## src/rtl/uart_dma_loader.sv

```systemverilog
// uart_dma_loader
// Boot-time and run-time DMA front end between the UART and the memory hub.
// At boot: sends a request byte, receives a little-endian word count N, then
// forwards N instruction words as instr_ready pulses (capped at
// MAX_INSTR_WORDS), then sends an acknowledge byte. Afterwards every 4
// received bytes become one mem_ready pulse. UartTx is driven only while booting.
//
// Ports:
//   clock, reset      system clock, synchronous active-high reset
//   rx_ready, rdata   received byte strobe and value
//   tx_busy           UartTx busy
//   tx_start, sdata   one-cycle transmit strobe and byte
//   instr_ready       one-cycle pulse, data holds an instruction word
//   mem_ready         one-cycle pulse, data holds an input-data word
//   data              last assembled word
//   program_loaded    high once the run state is entered
//   instr_count       instruction words forwarded so far
module uart_dma_loader #(
  parameter logic [7:0]  BOOT_REQ_BYTE   = 8'h99,
  parameter logic [7:0]  BOOT_ACK_BYTE   = 8'hAA,
  parameter int unsigned MAX_INSTR_WORDS = 256
) (
  input  logic        clock,
  input  logic        reset,
  input  logic        rx_ready,
  input  logic [7:0]  rdata,
  input  logic        tx_busy,
  output logic        tx_start,
  output logic [7:0]  sdata,
  output logic        instr_ready,
  output logic        mem_ready,
  output logic [31:0] data,
  output logic        program_loaded,
  output logic [31:0] instr_count
);

  localparam logic [31:0] MAX_WORDS = 32'(MAX_INSTR_WORDS);

  typedef enum logic [2:0] {
    S_REQ,
    S_LEN,
    S_INSTR,
    S_ACK,
    S_RUN
  } state_t;

  state_t      state;
  logic [1:0]  byte_idx;
  logic [23:0] shift_q;
  logic [31:0] word_total;
  logic [31:0] words_seen;

  logic        accept;
  logic        word_done;
  logic [31:0] word;

  // The 4th byte is used directly from rdata so the word completes on the
  // same edge it is accepted; the state being left owns that word.
  always_comb begin
    accept    = rx_ready && (state != S_REQ);
    word_done = accept && (byte_idx == 2'd3);
    word      = {rdata, shift_q};
  end

  always_ff @(posedge clock) begin
    if (reset) begin
      state          <= S_REQ;
      byte_idx       <= '0;
      shift_q        <= '0;
      word_total     <= '0;
      words_seen     <= '0;
      tx_start       <= 1'b0;
      sdata          <= '0;
      instr_ready    <= 1'b0;
      mem_ready      <= 1'b0;
      data           <= '0;
      program_loaded <= 1'b0;
      instr_count    <= '0;
    end else begin
      tx_start    <= 1'b0;
      instr_ready <= 1'b0;
      mem_ready   <= 1'b0;

      if (accept) begin
        byte_idx <= byte_idx + 2'd1;
        case (byte_idx)
          2'd0:    shift_q[7:0]   <= rdata;
          2'd1:    shift_q[15:8]  <= rdata;
          2'd2:    shift_q[23:16] <= rdata;
          default: ;
        endcase
        if (word_done) data <= word;
      end

      case (state)
        S_REQ: begin
          if (!tx_busy) begin
            tx_start <= 1'b1;
            sdata    <= BOOT_REQ_BYTE;
            state    <= S_LEN;
          end
        end
        S_LEN: begin
          if (word_done) begin
            word_total <= word;
            words_seen <= '0;
            state      <= (word == '0) ? S_ACK : S_INSTR;
          end
        end
        S_INSTR: begin
          if (word_done) begin
            if (instr_count < MAX_WORDS) begin
              instr_ready <= 1'b1;
              instr_count <= instr_count + 32'd1;
            end
            words_seen <= words_seen + 32'd1;
            if (words_seen + 32'd1 == word_total) state <= S_ACK;
          end
        end
        S_ACK: begin
          if (word_done) mem_ready <= 1'b1;
          if (!tx_busy && !tx_start) begin
            tx_start       <= 1'b1;
            sdata          <= BOOT_ACK_BYTE;
            program_loaded <= 1'b1;
            state          <= S_RUN;
          end
        end
        S_RUN: begin
          if (word_done) mem_ready <= 1'b1;
        end
        default: state <= S_REQ;
      endcase
    end
  end

endmodule

```

## config.mk

```make
export PLATFORM = sky130hd
export DESIGN_NAME = uart_dma_loader
export DESIGN_NICKNAME = d
export VERILOG_FILES = /design/src/rtl/uart_dma_loader.sv
export SDC_FILE = /design/constraint.sdc
export NUM_CORES = 1
export LEC_CHECK = 0
export ABC_AREA = 1
export ABC_CLOCK_PERIOD_IN_PS = 4800
export BUFFER_PORTS_ARGS = -buffer_cell sky130_fd_sc_hd__buf_2
export CAP_MARGIN = 5
export CORE_ASPECT_RATIO = 2
export CORE_MARGIN = 10
export CORE_UTILIZATION = 60
export DETAILED_ROUTE_END_ITERATION = 10
export MAX_ROUTING_LAYER = met4
export PLACE_DENSITY_LB_ADDON = 0.15
export SLEW_MARGIN = 40
export SYNTH_ARGS = -nofsm -noshare
export SYNTH_HDL_FRONTEND = slang
export SYNTH_SLANG_ARGS = --single-unit
```

## constraint.sdc

```tcl
create_clock -name clock -period 4.8 [get_ports clock]
set_input_delay 0 -clock clock [delete_from_list [all_inputs] [get_ports clock]]
set_output_delay 0 -clock clock [all_outputs]
set_load 0.02 [all_outputs]
```

==> results <==
- The flow ran to the end, and the final reports show no timing, DRC or antenna violations.
- The first-pass GRT wire length is 35.4 mm.
- The number of port buffers is 85.
- The count of placed standard cells including taps is 1311.
- The total negative setup slack is 0 ns.
- Excluding fillers, the count of instances in the completed layout stands at 1353.
- At the worst endpoint, the required time is 5.15 ns.
- The static leakage is 3.48 nW.
- VDD sags by at most 353 uV.
- The end point of the worst hold path is instr_count[2].
- The average wire per standard cell is 15.7 um.
- The count of nets left with antenna violations once routing finished came out at 0.
- The worst hold path was traced through 2 stages.
- Setup violations remaining at the end of the flow were counted as 0.
- In this run the power density over the cells is 357 mW/mm2.
- In this run the post-CTS setup repair buffer count came out at 0.
- The width of the chip is 99.8 um.
- The diode insertion count for antenna repair is 0.
- In this run, distinct cell masters in the synthesized netlist total 36.
- The startpoint kind of the worst setup timing path is a flip-flop.
- Across every metal layer, demand over resource in global routing totals 24.5%.
- The row count is 58.
- The transition time at the pin with the least slew margin is 0.736 ns.
- The HPWL after detailed placement is 15.2 mm.
- In this run the register-to-register setup slack is 2.21 ns.
- The count of synthesis-stage warnings from yosys is 0.
- After synthesis the cells add up to 0.00763 mm2.
- The share of layout cells above drive strength 1 is 12.5%.
- The signed area change from the synthesized netlist to the final layout is 15.1%.
- The standard cell core area is 0.0126 mm2.
- The iteration count of the initial detailed-routing pass is 6.
- The congestion estimate from routability-driven global placement came to 0.979.
- The worst hold path begins at reset.
- The worst register-to-register path has a depth of 14.
- In this run the clock root is driven by a clkbuf_16.
- The routed design could run at a clock period as short as 2.59 ns.
- The worst path uses 54.0% of the clock period.
- The hold-fix buffer count after cts is 10.
- The later pin in the worst-skew pair is clocked with a latency of 0.42 ns.
- The number of fill cells in the layout is 1087.
- The die height is 180 um.
- The startpoint identified for the worst register-to-register timing path is state[0].
- TritonCTS created 17 clock buffers.
- The depth of the CTS H-tree is 4.
- For this configuration, the core starts out at a cell density of 60.8%.
- The I/O pin count is 88.
- The capture instance of the worst register-to-register path is words_seen[9].
- Clock-pin slew was measured on the worst setup and hold paths at 0.07 ns.
- The worst-case clock skew is 0.0111 ns.
- The floorplan step defined a die boundary enclosing 0.0179 mm2.
- Sequential elements use 43.0% of the synthesized area.
- The number of global-route vias before repair was 7470.
- The number of synthesized register bits is 164.
- The overflow left after global routing is 0.
- The top fanout value on the critical path is 35.
- Synthesis produced 1118 cells.
- Entering global routing, the biggest net connects 69 pins.
- The DRC violations left is 0.
- The post-synthesis average cell area is 6.83 um2.
- Setup repair after global routing left no endpoint under its margin.
- Across the run, the number of max-cap violations was 0.
- Wires add up to 21.2 mm.
- The CTS tree is yes.
- The final hold violation count is 0.
- The number of DRC markers in iteration 0 is 323.
- The setup path with the least slack is of type flip-flop to flip-flop.
- Headroom to the max-slew limit came out at 51.0%.
- The path class of the tightest hold or removal check is primary input to flip-flop.
- The worst setup path is captured at a flip-flop.
- The final layout contains 1208 nets.
- CTS saw 164 sinks.
- The arrival time at the worst endpoint is 2.94 ns.
- Once the clock tree was built, the resizer swapped 0 gates to a different size.
- The clock passes through at most 2 buffers.
- The via count is 7475.
- The number of antenna violations at the first check in global routing is 0.
- The final-report max-slew violation count is 0.
- The maximum clock frequency is 0.386 GHz.
- After detailed routing, the number of vias per cell comes to 5.52.
==> synth_stat cells (all sizes together) <==
cell | number | area share, %
conb | 1 | 0.049
o31ai | 1 | 0.098
and3 | 1 | 0.082
clkbuf | 39 | 1.9
ha | 6 | 0.98
a211oi | 5 | 0.49
dfxtp | 164 | 43
buf | 12 | 0.90
and2 | 1 | 0.082
o21ai | 48 | 3.1
nand3b | 2 | 0.20
xor3 | 1 | 0.31
nand3 | 143 | 9.4
clkinv | 1 | 0.049
a21oi | 130 | 8.5
o311ai | 1 | 0.11
nor3 | 6 | 0.39
inv | 119 | 5.9
xor2 | 8 | 0.92
xnor2 | 5 | 0.57
nand4 | 6 | 0.49
o21bai | 2 | 0.20
nor4 | 12 | 0.98
nand2 | 288 | 14
nor2 | 115 | 6.7
or2 | 1 | 0.082
==> per-stage QoR <==
step	total power [mW]	hold slack, ns	cell area [um2]	setup slack [ns]	utilization [%]
2_1_floorplan	1.71	0.135	7640	2.88	-
3_3_place_gp	1.81	0.307	8100	2.10	64.5
4_1_cts	3.15	0.0480	8780	2.22	70.0
3_5_place_dp	1.81	0.333	8100	2.32	64.5
6_report	3.14	0.0603	8780	2.21	70.0
5_1_grt	3.25	0.0782	8780	1.91	70.0
==> worst max-delay path, stage by stage (launching register included) <==
cell     delay, ns
dfxtp_1       0.34
nor2_1        0.20
inv_1         0.08
nor2_1        0.08
inv_1         0.07
nand2_1       0.12
inv_1         0.08
nand2_2       0.06
buf_4         0.35
nor2_2        0.09
buf_4         0.29
nor2_2        0.12
buf_4         0.37
nand2_1       0.11
a21oi_1       0.15
==> cells in the final DEF, fill, tap and decap left out, types with 6 or more instances in the layout <==
cell type      count
buf_4              9
dfxtp_1          164
buf_2             84
dlygate4sd3_1     10
nor2_2             8
clkbuf_16         17
o21ai_0           46
inv_1            117
nor2_4             6
nand4_1            6
xor2_1             8
nand2_1          283
ha_1               6
nor3_1             6
nor4_1            12
a21oi_1          130
inv_8              6
nand3_1          142
nor2_1           100
==> cell families after synthesis <==
logic type	share of synthesized area [%]
adder cells (fa/ha/maj)	0.983
AO/OA/AOI/OAI	12.6
AND/OR/NAND/NOR	32.9
other	0.0491
XOR/XNOR	1.80
flip-flops	43.0
buffers and inverters	8.72
==> routing by layer <==
| layer | track usage, % | part of all wire, % | vias to the layer above |
|---|---|---|---|
| met5 | - | 0 | - |
| met4 | 16.7 | 6.7 | 0 |
| met3 | 4.45 | 4.5 | 80 |
| met2 | 41.2 | 51 | 240 |
| met1 | 24.8 | 38 | 3392 |
| li1 | - | - | 3763 |
==> flip-flops by register name, indices dropped and copies added (netlist names) <==
signal          flops
sdata               3
words_seen         32
shift_q            24
word_total         32
instr_count        32
program_loaded      1
instr_ready         1
state               3
byte_idx            2
tx_start            1
mem_ready           1
data               32
==> layout make-up <==
| type | instances | area (um2) | area share [%] |
|---|---|---|---|
| repair buffers | 103 | 588 | 6.69 |
| well taps | 150 | 188 | 2.14 |
| clock buffers | 19 | 453 | 5.16 |
| multi-input cells | 784 | 3690 | 42.0 |
| inverters | 120 | 452 | 5.14 |
| clock inverters | 13 | 133 | 1.51 |
| flip-flops and latches | 164 | 3280 | 37.4 |
==> worst max path at each step <==
stage | startpoint | endpoint | cells past startpoint
4_1_cts | state[0] | words_seen[9] | 14
6_report | state[0] | words_seen[9] | 14
5_1_grt | state[0] | words_seen[8] | 14
3_3_place_gp | state[0] | word_total[7] | 13
2_1_floorplan | words_seen[0] | state[0] | 15
3_5_place_dp | state[0] | words_seen[22] | 14
==> where the power goes <==
part	internal, mW	switching [mW]
Sequential	1.41	0.0433
Combinational	0.0983	0.249
Clock	0.720	0.624
Total	2.22	0.916
No activity file was read; power rests on OpenSTA's default activity.
